**src/rtl/lcd_pkg.sv**
```systemverilog
// Shared definitions for the HD44780-style LCD custom instructions (read and write sides).
package lcd_pkg;

  typedef enum logic [2:0] {
    ST_IDLE,
    ST_SETUP,
    ST_EN_HI,
    ST_EN_LO,
    ST_DONE
  } lcd_state_e;

  typedef enum logic [1:0] {
    MODE_BF   = 2'd0,
    MODE_DATA = 2'd1,
    MODE_POLL = 2'd2,
    MODE_RSVD = 2'd3
  } lcd_mode_e;

  // Field positions inside the 32-bit custom-instruction result
  localparam int unsigned BYTE_LSB    = 0;
  localparam int unsigned TIMEOUT_BIT = 8;
  localparam int unsigned COUNT_LSB   = 16;

  // Default bus timing in clk cycles at 50 MHz
  localparam int unsigned LCD_T_AS     = 2;
  localparam int unsigned LCD_T_EH     = 12;
  localparam int unsigned LCD_T_EL     = 14;
  localparam logic [15:0] LCD_POLL_MAX = 16'hFFFF;

  // Increment that sticks at all-ones instead of wrapping
  function automatic logic [15:0] sat_inc16(input logic [15:0] v);
    return (v == '1) ? v : v + 16'd1;
  endfunction

endpackage

```
**src/rtl/lcd_phase_timer.sv**
```systemverilog
// Loadable 16-bit down-counter timing one bus phase; expire marks the phase's last cycle.
module lcd_phase_timer (
  input  logic        clk,
  input  logic        reset_n,
  input  logic        en,
  input  logic        load,
  input  logic [15:0] load_val,
  output logic        expire
);

  logic [15:0] cnt_q;
  logic [15:0] cnt_d;

  // Load takes priority; otherwise count down and rest at zero
  always_comb begin
    cnt_d = cnt_q;
    if (load) begin
      cnt_d = load_val;
    end else if (cnt_q != '0) begin
      cnt_d = cnt_q - 16'd1;
    end
  end

  // Counter register, frozen while en is low
  always_ff @(posedge clk or negedge reset_n) begin
    if (!reset_n) begin
      cnt_q <= '0;
    end else if (en) begin
      cnt_q <= cnt_d;
    end
  end

  assign expire = en && (cnt_q == '0);

endmodule

```
**src/rtl/lcd_reader.sv**
```systemverilog
// Read side of the character LCD bus as a multi-cycle Nios custom instruction.
module lcd_reader
  import lcd_pkg::*;
#(
  parameter int unsigned T_AS     = LCD_T_AS,
  parameter int unsigned T_EH     = LCD_T_EH,
  parameter int unsigned T_EL     = LCD_T_EL,
  parameter logic [15:0] POLL_MAX = LCD_POLL_MAX
) (
  input  logic        clk,
  input  logic        reset_n,
  input  logic        clk_en,
  input  logic        start,
  input  logic [31:0] dataa,
  output logic        done,
  output logic [31:0] result,
  output logic        busy,
  output logic        lcd_rs,
  output logic        lcd_rw,
  output logic        lcd_en,
  input  logic [7:0]  lcd_db_in
);

  if (T_AS == 0 || T_EH == 0 || T_EL == 0) begin : g_bad_timing
    $error("lcd_reader: T_AS, T_EH and T_EL must all be non-zero");
  end

  localparam logic [15:0] LOAD_AS = 16'(T_AS - 1);
  localparam logic [15:0] LOAD_EH = 16'(T_EH - 1);
  localparam logic [15:0] LOAD_EL = 16'(T_EL - 1);

  lcd_state_e  state_q, state_d;
  lcd_mode_e   mode_q, mode_d;
  logic        rs_q, rs_d;
  logic [7:0]  byte_q, byte_d;
  logic        timeout_q, timeout_d;
  logic [15:0] count_q, count_d;
  logic        done_q, done_d;
  logic        busy_q, busy_d;
  logic        en_q, en_d;
  logic [7:0]  db_q;

  logic        tmr_load;
  logic [15:0] tmr_val;
  logic        tmr_expire;
  logic        unused_dataa;

  assign unused_dataa = ^dataa[31:2];

  lcd_phase_timer u_timer (
    .clk      (clk),
    .reset_n  (reset_n),
    .en       (clk_en),
    .load     (tmr_load),
    .load_val (tmr_val),
    .expire   (tmr_expire)
  );

  // db pins pass through one input register regardless of clk_en
  always_ff @(posedge clk or negedge reset_n) begin
    if (!reset_n) begin
      db_q <= '0;
    end else begin
      db_q <= lcd_db_in;
    end
  end

  // Next-state, capture and phase-timer load decisions
  always_comb begin
    state_d   = state_q;
    mode_d    = mode_q;
    rs_d      = rs_q;
    byte_d    = byte_q;
    timeout_d = timeout_q;
    count_d   = count_q;
    tmr_load  = 1'b0;
    tmr_val   = '0;
    unique case (state_q)
      ST_IDLE: begin
        if (start && clk_en) begin
          mode_d    = (dataa[1:0] == MODE_RSVD) ? MODE_BF : lcd_mode_e'(dataa[1:0]);
          rs_d      = (dataa[1:0] == MODE_DATA);
          count_d   = '0;
          timeout_d = 1'b0;
          tmr_load  = 1'b1;
          tmr_val   = LOAD_AS;
          state_d   = ST_SETUP;
        end
      end
      ST_SETUP: begin
        if (tmr_expire) begin
          tmr_load = 1'b1;
          tmr_val  = LOAD_EH;
          state_d  = ST_EN_HI;
        end
      end
      ST_EN_HI: begin
        if (tmr_expire) begin
          byte_d   = db_q;
          count_d  = sat_inc16(count_q);
          tmr_load = 1'b1;
          tmr_val  = LOAD_EL;
          state_d  = ST_EN_LO;
        end
      end
      ST_EN_LO: begin
        if (tmr_expire) begin
          // Busy flag still set in poll mode: re-read until it clears or the budget runs out
          if (mode_q == MODE_POLL && byte_q[7]) begin
            if (count_q < POLL_MAX) begin
              tmr_load = 1'b1;
              tmr_val  = LOAD_AS;
              state_d  = ST_SETUP;
            end else begin
              timeout_d = 1'b1;
              state_d   = ST_DONE;
            end
          end else begin
            state_d = ST_DONE;
          end
        end
      end
      ST_DONE: begin
        state_d = ST_IDLE;
      end
      default: begin
        state_d = ST_IDLE;
      end
    endcase

    // Pin and handshake outputs are registered from the next state
    done_d = (state_d == ST_DONE);
    busy_d = (state_d == ST_SETUP) || (state_d == ST_EN_HI) || (state_d == ST_EN_LO);
    en_d   = (state_d == ST_EN_HI);
  end

  // State and output registers, all frozen while clk_en is low
  always_ff @(posedge clk or negedge reset_n) begin
    if (!reset_n) begin
      state_q   <= ST_IDLE;
      mode_q    <= MODE_BF;
      rs_q      <= 1'b0;
      byte_q    <= '0;
      timeout_q <= 1'b0;
      count_q   <= '0;
      done_q    <= 1'b0;
      busy_q    <= 1'b0;
      en_q      <= 1'b0;
    end else if (clk_en) begin
      state_q   <= state_d;
      mode_q    <= mode_d;
      rs_q      <= rs_d;
      byte_q    <= byte_d;
      timeout_q <= timeout_d;
      count_q   <= count_d;
      done_q    <= done_d;
      busy_q    <= busy_d;
      en_q      <= en_d;
    end
  end

  // Assemble the result word from its fields
  always_comb begin
    result                       = '0;
    result[BYTE_LSB +: 8]        = byte_q;
    result[TIMEOUT_BIT]          = timeout_q;
    result[COUNT_LSB +: 16]      = count_q;
  end

  assign done   = done_q;
  assign busy   = busy_q;
  assign lcd_rs = rs_q;
  assign lcd_rw = busy_q;
  assign lcd_en = en_q;

endmodule

```
**config.mk**
```make
export PLATFORM = sky130hd
export DESIGN_NAME = lcd_reader
export DESIGN_NICKNAME = d
export VERILOG_FILES = /design/src/rtl/lcd_pkg.sv /design/src/rtl/lcd_phase_timer.sv /design/src/rtl/lcd_reader.sv
export SDC_FILE = /design/constraint.sdc
export NUM_CORES = 1
export LEC_CHECK = 0
export ABC_AREA = 1
export CAP_MARGIN = 25
export CORE_MARGIN = 2
export CORE_UTILIZATION = 49
export DETAILED_ROUTE_END_ITERATION = 8
export GPL_TIMING_DRIVEN = 0
export PLACE_DENSITY = 0.88
export SYNTH_ARGS = -nofsm -noshare
export SYNTH_HDL_FRONTEND = slang
export SYNTH_SLANG_ARGS = --single-unit
```
**constraint.sdc**
```tcl
create_clock -name clk -period 2.1 [get_ports clk]
set_input_delay 0.63 -clock clk [delete_from_list [all_inputs] [get_ports clk]]
set_output_delay 0.63 -clock clk [all_outputs]
set_load 0.02 [all_outputs]
```
* Word-level counts from Yosys, hierarchy flattened
Index checks and enable logic that the tools add are counted.
** Storage, ports and cells
- Register bits :: 58
** Operators by class
- Add/sub/neg operators :: 2
- Magnitude comparators :: 1
- Eq/ne operators :: 17
- Mux-type cells :: 32
- Reductions and logical operators :: 17
** Operators with widths (number)
- $mux W16 :: 5
- $pmux W16 S2 :: 1
- $mux W3 :: 6
- $add A16 B1 Y16 const B :: 1
- $eq A16 B16 Y1 const B :: 1
- $logic_not A16 Y1 :: 1
- $lt A16 B16 Y1 const B :: 1
- $pmux W4 S4 :: 1
- $reduce_bool A16 Y1 :: 1
- $sub A16 B1 Y16 const B :: 1
- $mux W1 :: 13
- $eq A3 B2 Y1 const B :: 4
- $ne A2 B2 Y1 const B :: 6
- $pmux W3 S4 :: 1
- $mux W4 :: 2
- $eq A3 B1 Y1 const B :: 2
- $reduce_and A3 Y1 :: 2
- $reduce_and A6 Y1 :: 1
- $reduce_bool A2 Y1 :: 3
- $reduce_and A5 Y1 :: 1
- $eq A2 B2 Y1 const B :: 2
- $eq A3 B3 Y1 const B :: 1
- $logic_and A1 B1 Y1 :: 3
- $logic_not A3 Y1 :: 1
- other kinds (7) :: 8

* Logic depth before layout (Yosys ltp)
- Depth in word-level cells :: 8
- Gate-level depth with buffers :: 13
- Depth with buffers taken out :: 13

* Modules after synthesis
A second synthesis with hierarchy kept.
** Second synthesis, totals
- Cells, all modules :: 466
- Area, all modules :: 3479.6 sq um
** By module, submodules not included
- lcd_reader :: times used 1, cells an instance 264, area an instance 2217.1 sq um
- lcd_phase_timer :: times used 1, cells an instance 202, area an instance 1262.5 sq um

* Worst setup path before layout
No wires, ideal clock.
- Path kind :: register to register
- Start :: reg count_q[0]
- End :: reg count_q[0]
- Library setup time :: 0.119 ns
- Arrival :: 1.715 ns
- Slack :: 0.266 ns
- Cell stages (with the launch flop) :: 11
- Path buffers :: 1
- Clock period less this slack :: 1.834 ns
- Cells stage by stage :: dfrtp_1 > ha_1 > nand2_1 > nor2_2 > inv_1 > nor2_4 > nand3_1 > nand2_1 > nand2_4 > buf_6 > o21a_1
** Between the ends
- Word-level cells in the longest chain between the ends :: 4
** Ends and longest elaborated chain
- from (decl) :: line lcd_reader.sv:37 : logic [15:0] count_q, count_d;
- from (signal assigned) :: line lcd_reader.sv:155 : count_q <= count_d;
- $add A16 B1 Y16 :: line lcd_pkg.sv:32 : return (v == '1) ? v : v + 16'd1;
- $mux W16 :: line lcd_pkg.sv:32
- $mux W16 :: line lcd_reader.sv:98 : if (tmr_expire) begin
- $pmux W16 S2 :: line lcd_reader.sv:78 : unique case (state_q)
Several ways; a longest one is shown, not always the timed one. The select of a mux whose other input is x is not followed.
A chain may end at the register's enable or synchronous reset.

* Worst setup path after layout
- Start :: reg count_q[12]
- End :: out result[28]
** RTL lines
- to (decl) :: line lcd_reader.sv:16 : output logic [31:0] result,
No word-level cell between the ends.

==> flow_metrics.py <==
metrics = {
    "sta": {
        "final-setup-viol-count": 0,
        "finClkSkew_ns": 0.0142,
        "fin_hold_ws_ns": 0.204,
        "fin_setup_tns_ns": 0,
        "drv_slew": 0,
        "fmax_mhz": 486,
        "fin_crit_ns": 2.06,
        "rsz0062_at_grt": "false",
        "period_share_pct": 98.1,
        "hold_viol": 0,
    },
    "setup_path": {
        "cpLargestDelayFamily": "buffers and inverters",
        "cp-end-kind": "output pin",
        "startpoint_type": "flop",
        "cp_slowest_cell": "clkdlybuf4s50_1",
        "cp_num_buf_inv": 1,
        "crit_fanout": 5,
        "worstSetupPathType": "reg2out",
        "worstPathRequired_ns": 1.47,
        "crit_cells": 1,
        "rr_worst_depth": 11,
        "critical-path-max-stage-delay_ns": 0.64,
        "critical_path_arrival_ns": 1.43,
        "path_cells": "clkdlybuf4s50_1",
    },
    "routing": {
        "vias_per_cell": 5.01,
        "drt_iter0_drc": 188,
        "ant_nets": 0,
        "wl_per_cell_um": 12.4,
        "drc": 0,
        "totalWireLength_um": 6660,
        "drtPass1Iterations": 5,
        "vias": 2688,
    },
    "layout": {
        "utilization_pct": 62.2,
        "postLayoutCellArea_mm2": 0.00393,
        "fillers": 524,
        "seqCellArea_mm2": 0.00143,
        "drive_above_1_share_pct": 13.9,
        "antenna_cells": 0,
        "num-nets-final": 502,
        "area.growth.synth_to_final_pct": 24.2,
        "multi_input_area_mm2": 0.00150,
        "post_layout_nonfiller_instances": 537,
    },
    "power": {
        "p_leak_nw": 1.88,
        "powerDensity_mw_per_mm2": 1050,
        "ir_worst_vdd_uv": 870,
    },
    "cts": {
        "clk_path_buf_depth": 2,
        "cts_max_level": 3,
        "cts.reportedPaths.clkPinSlew_ns": 0.07,
        "cts_buffers": 9,
        "cts_sinks": 57,
        "cts_tree": "built",
        "insertion_delay_ns": 0.35,
        "clockRootBuffer": "clkbuf_8",
    },
    "global_routing": {
        "gr-total-overflow": 0,
        "grt_max_degree": 41,
        "grt_pass1_vias": 2549,
        "grt_pass1_wl_um": 11600,
        "grt_use_total_pct": 20.5,
        "antenna_found_initial": 0,
    },
    "synth": {
        "ys_top_cells_by_area": "dfrtp_1, nand2_1, nor2_1",
        "yosys_register_bits": 57,
        "ys_top_cells_by_count": "nand2_1, dfrtp_1, nor2_1",
        "synth_compound_area_share_pct": 4.51,
        "synthArstFlopShare_pct": 100,
        "synth.most_common_cell": "nand2_1",
        "synth_edf_count": 0,
        "syn_inst": 395,
        "synth_top_area_share_pct": 45.1,
        "synth_cell_types": 37,
        "synth_top_area_cell": "dfrtp_1",
        "synthMuxAreaShare_pct": 0,
        "synth_top_family_by_area": "simple AND/OR/NAND/NOR gates",
        "yosys.area_share.simple_pct": 34.5,
        "synth-seq-area-share_pct": 45.1,
        "yosysWarnings": 0,
        "synthAdderAreaFrac_pct": 1.19,
        "post_synth_xor_area_fraction_pct": 6.37,
        "ys.flop_type": "dfrtp_1",
        "syn_area_per_cell_um2": 8.01,
        "syn-cell-area_mm2": 0.00316,
    },
    "run": {
        "cap_viol_max_count": 0,
    },
    "hold_path": {
        "hold_path.class": "in2async",
    },
    "die": {
        "start_util_pct": 50.1,
        "core_area_mm2": 0.00631,
        "rows": 29,
        "die_area_mm2": 0.00711,
        "ios": 81,
        "die_w_um": 84.3,
        "fp.dieH_um": 84.3,
    },
    "placed_design": {
        "dp.cells": 521,
        "portBuffers": 42,
        "globalplace.congestion": 0.906,
        "dp_hpwl_um": 4900,
        "place_area_mm2": 0.00372,
    },
    "outcome": {
        "outcome": "completed",
    },
}
-- power breakdown --
part	switching [mW]	internal, mW
sequential	0.217	1.32
combinational	0.915	0.630
clock	0.469	0.580
total	1.60	2.54
-- per-stage QoR --
step	setup slack [ns]	total power [mW]
finish	0.0406	4.14
CTS	0.0252	4.15
detailed placement	-0.00648	3.09
global placement	-1.25	3.04
global route	0.000607	4.41
floorplan	0.266	2.64
-- kinds of logic after synthesis --
logic type | count (synthesis)
xor+xnor | 23
fa+ha+maj | 3
other cells | 1
compound gates | 23
flops | 57
buf+inv | 47
simple gates | 241
-- path summary, 6_finish.rpt --
path,end,startpoint,slack (ns)
worst max register to register,u_timer.cnt_q[1],u_timer.cnt_q[0],0.18
min in group clk,byte_q[0],db_q[0],0.45
worst min-delay path,u_timer.cnt_q[13],reset_n,0.20
worst max-delay path,result[28],count_q[12],0.04
max in group asynchronous,count_q[0],reset_n,1.35
worst min register to register,byte_q[0],db_q[0],0.45
-- layout by cell type (no fill, tap or decap), drive strengths merged, types with 5 or more instances in the layout --
cell type      netlist  final
a21oi                6      6
buf                 15     17
clkbuf               1     11
clkdlybuf4s50        0     39
conb                 1      7
dfrtp               57     57
inv                 31     31
nand2              120    120
nand3               37     37
nand4                5      5
nor2                64     64
nor3                10     10
o21ai               13     13
xor2                20     20
-- state kept, by name, indices dropped and copies added, names as in the netlist --
signal	count
busy	1
byte_q	8
count_q	16
db_q	8
done	1
lcd_en	1
lcd_rs	1
mode_q	1
state_q	3
timeout_q	1
u_timer.cnt_q	16
-- layer usage --
layer,vias up,track usage [%],part of all wire [%]
met3,15,4.13,5.6
met4,0,11.4,2.5
li1,1362,-,-
met1,1222,28.9,48
met2,89,29.6,44
met5,-,0,0
-- area by class of cell --
class                           count  share of cell area (%)
Buffer                             16                    3.34
Clock buffer                       10                    3.50
Clock inverter                      6                    1.72
Inverter                           31                    3.28
Multi-Input combinational cell    297                    38.2
Sequential cell                    57                    36.3
Tap cell                           77                    2.45
Timing Repair Buffer               43                    11.2
-- timing repair --
item                                    in CTS  in global routing
gates resized for setup                      0                  3
endpoints found under the setup margin       0                 20
hold buffers                                 0                  0
setup buffers                                0                  0
(Power assumes the default switching activity.)
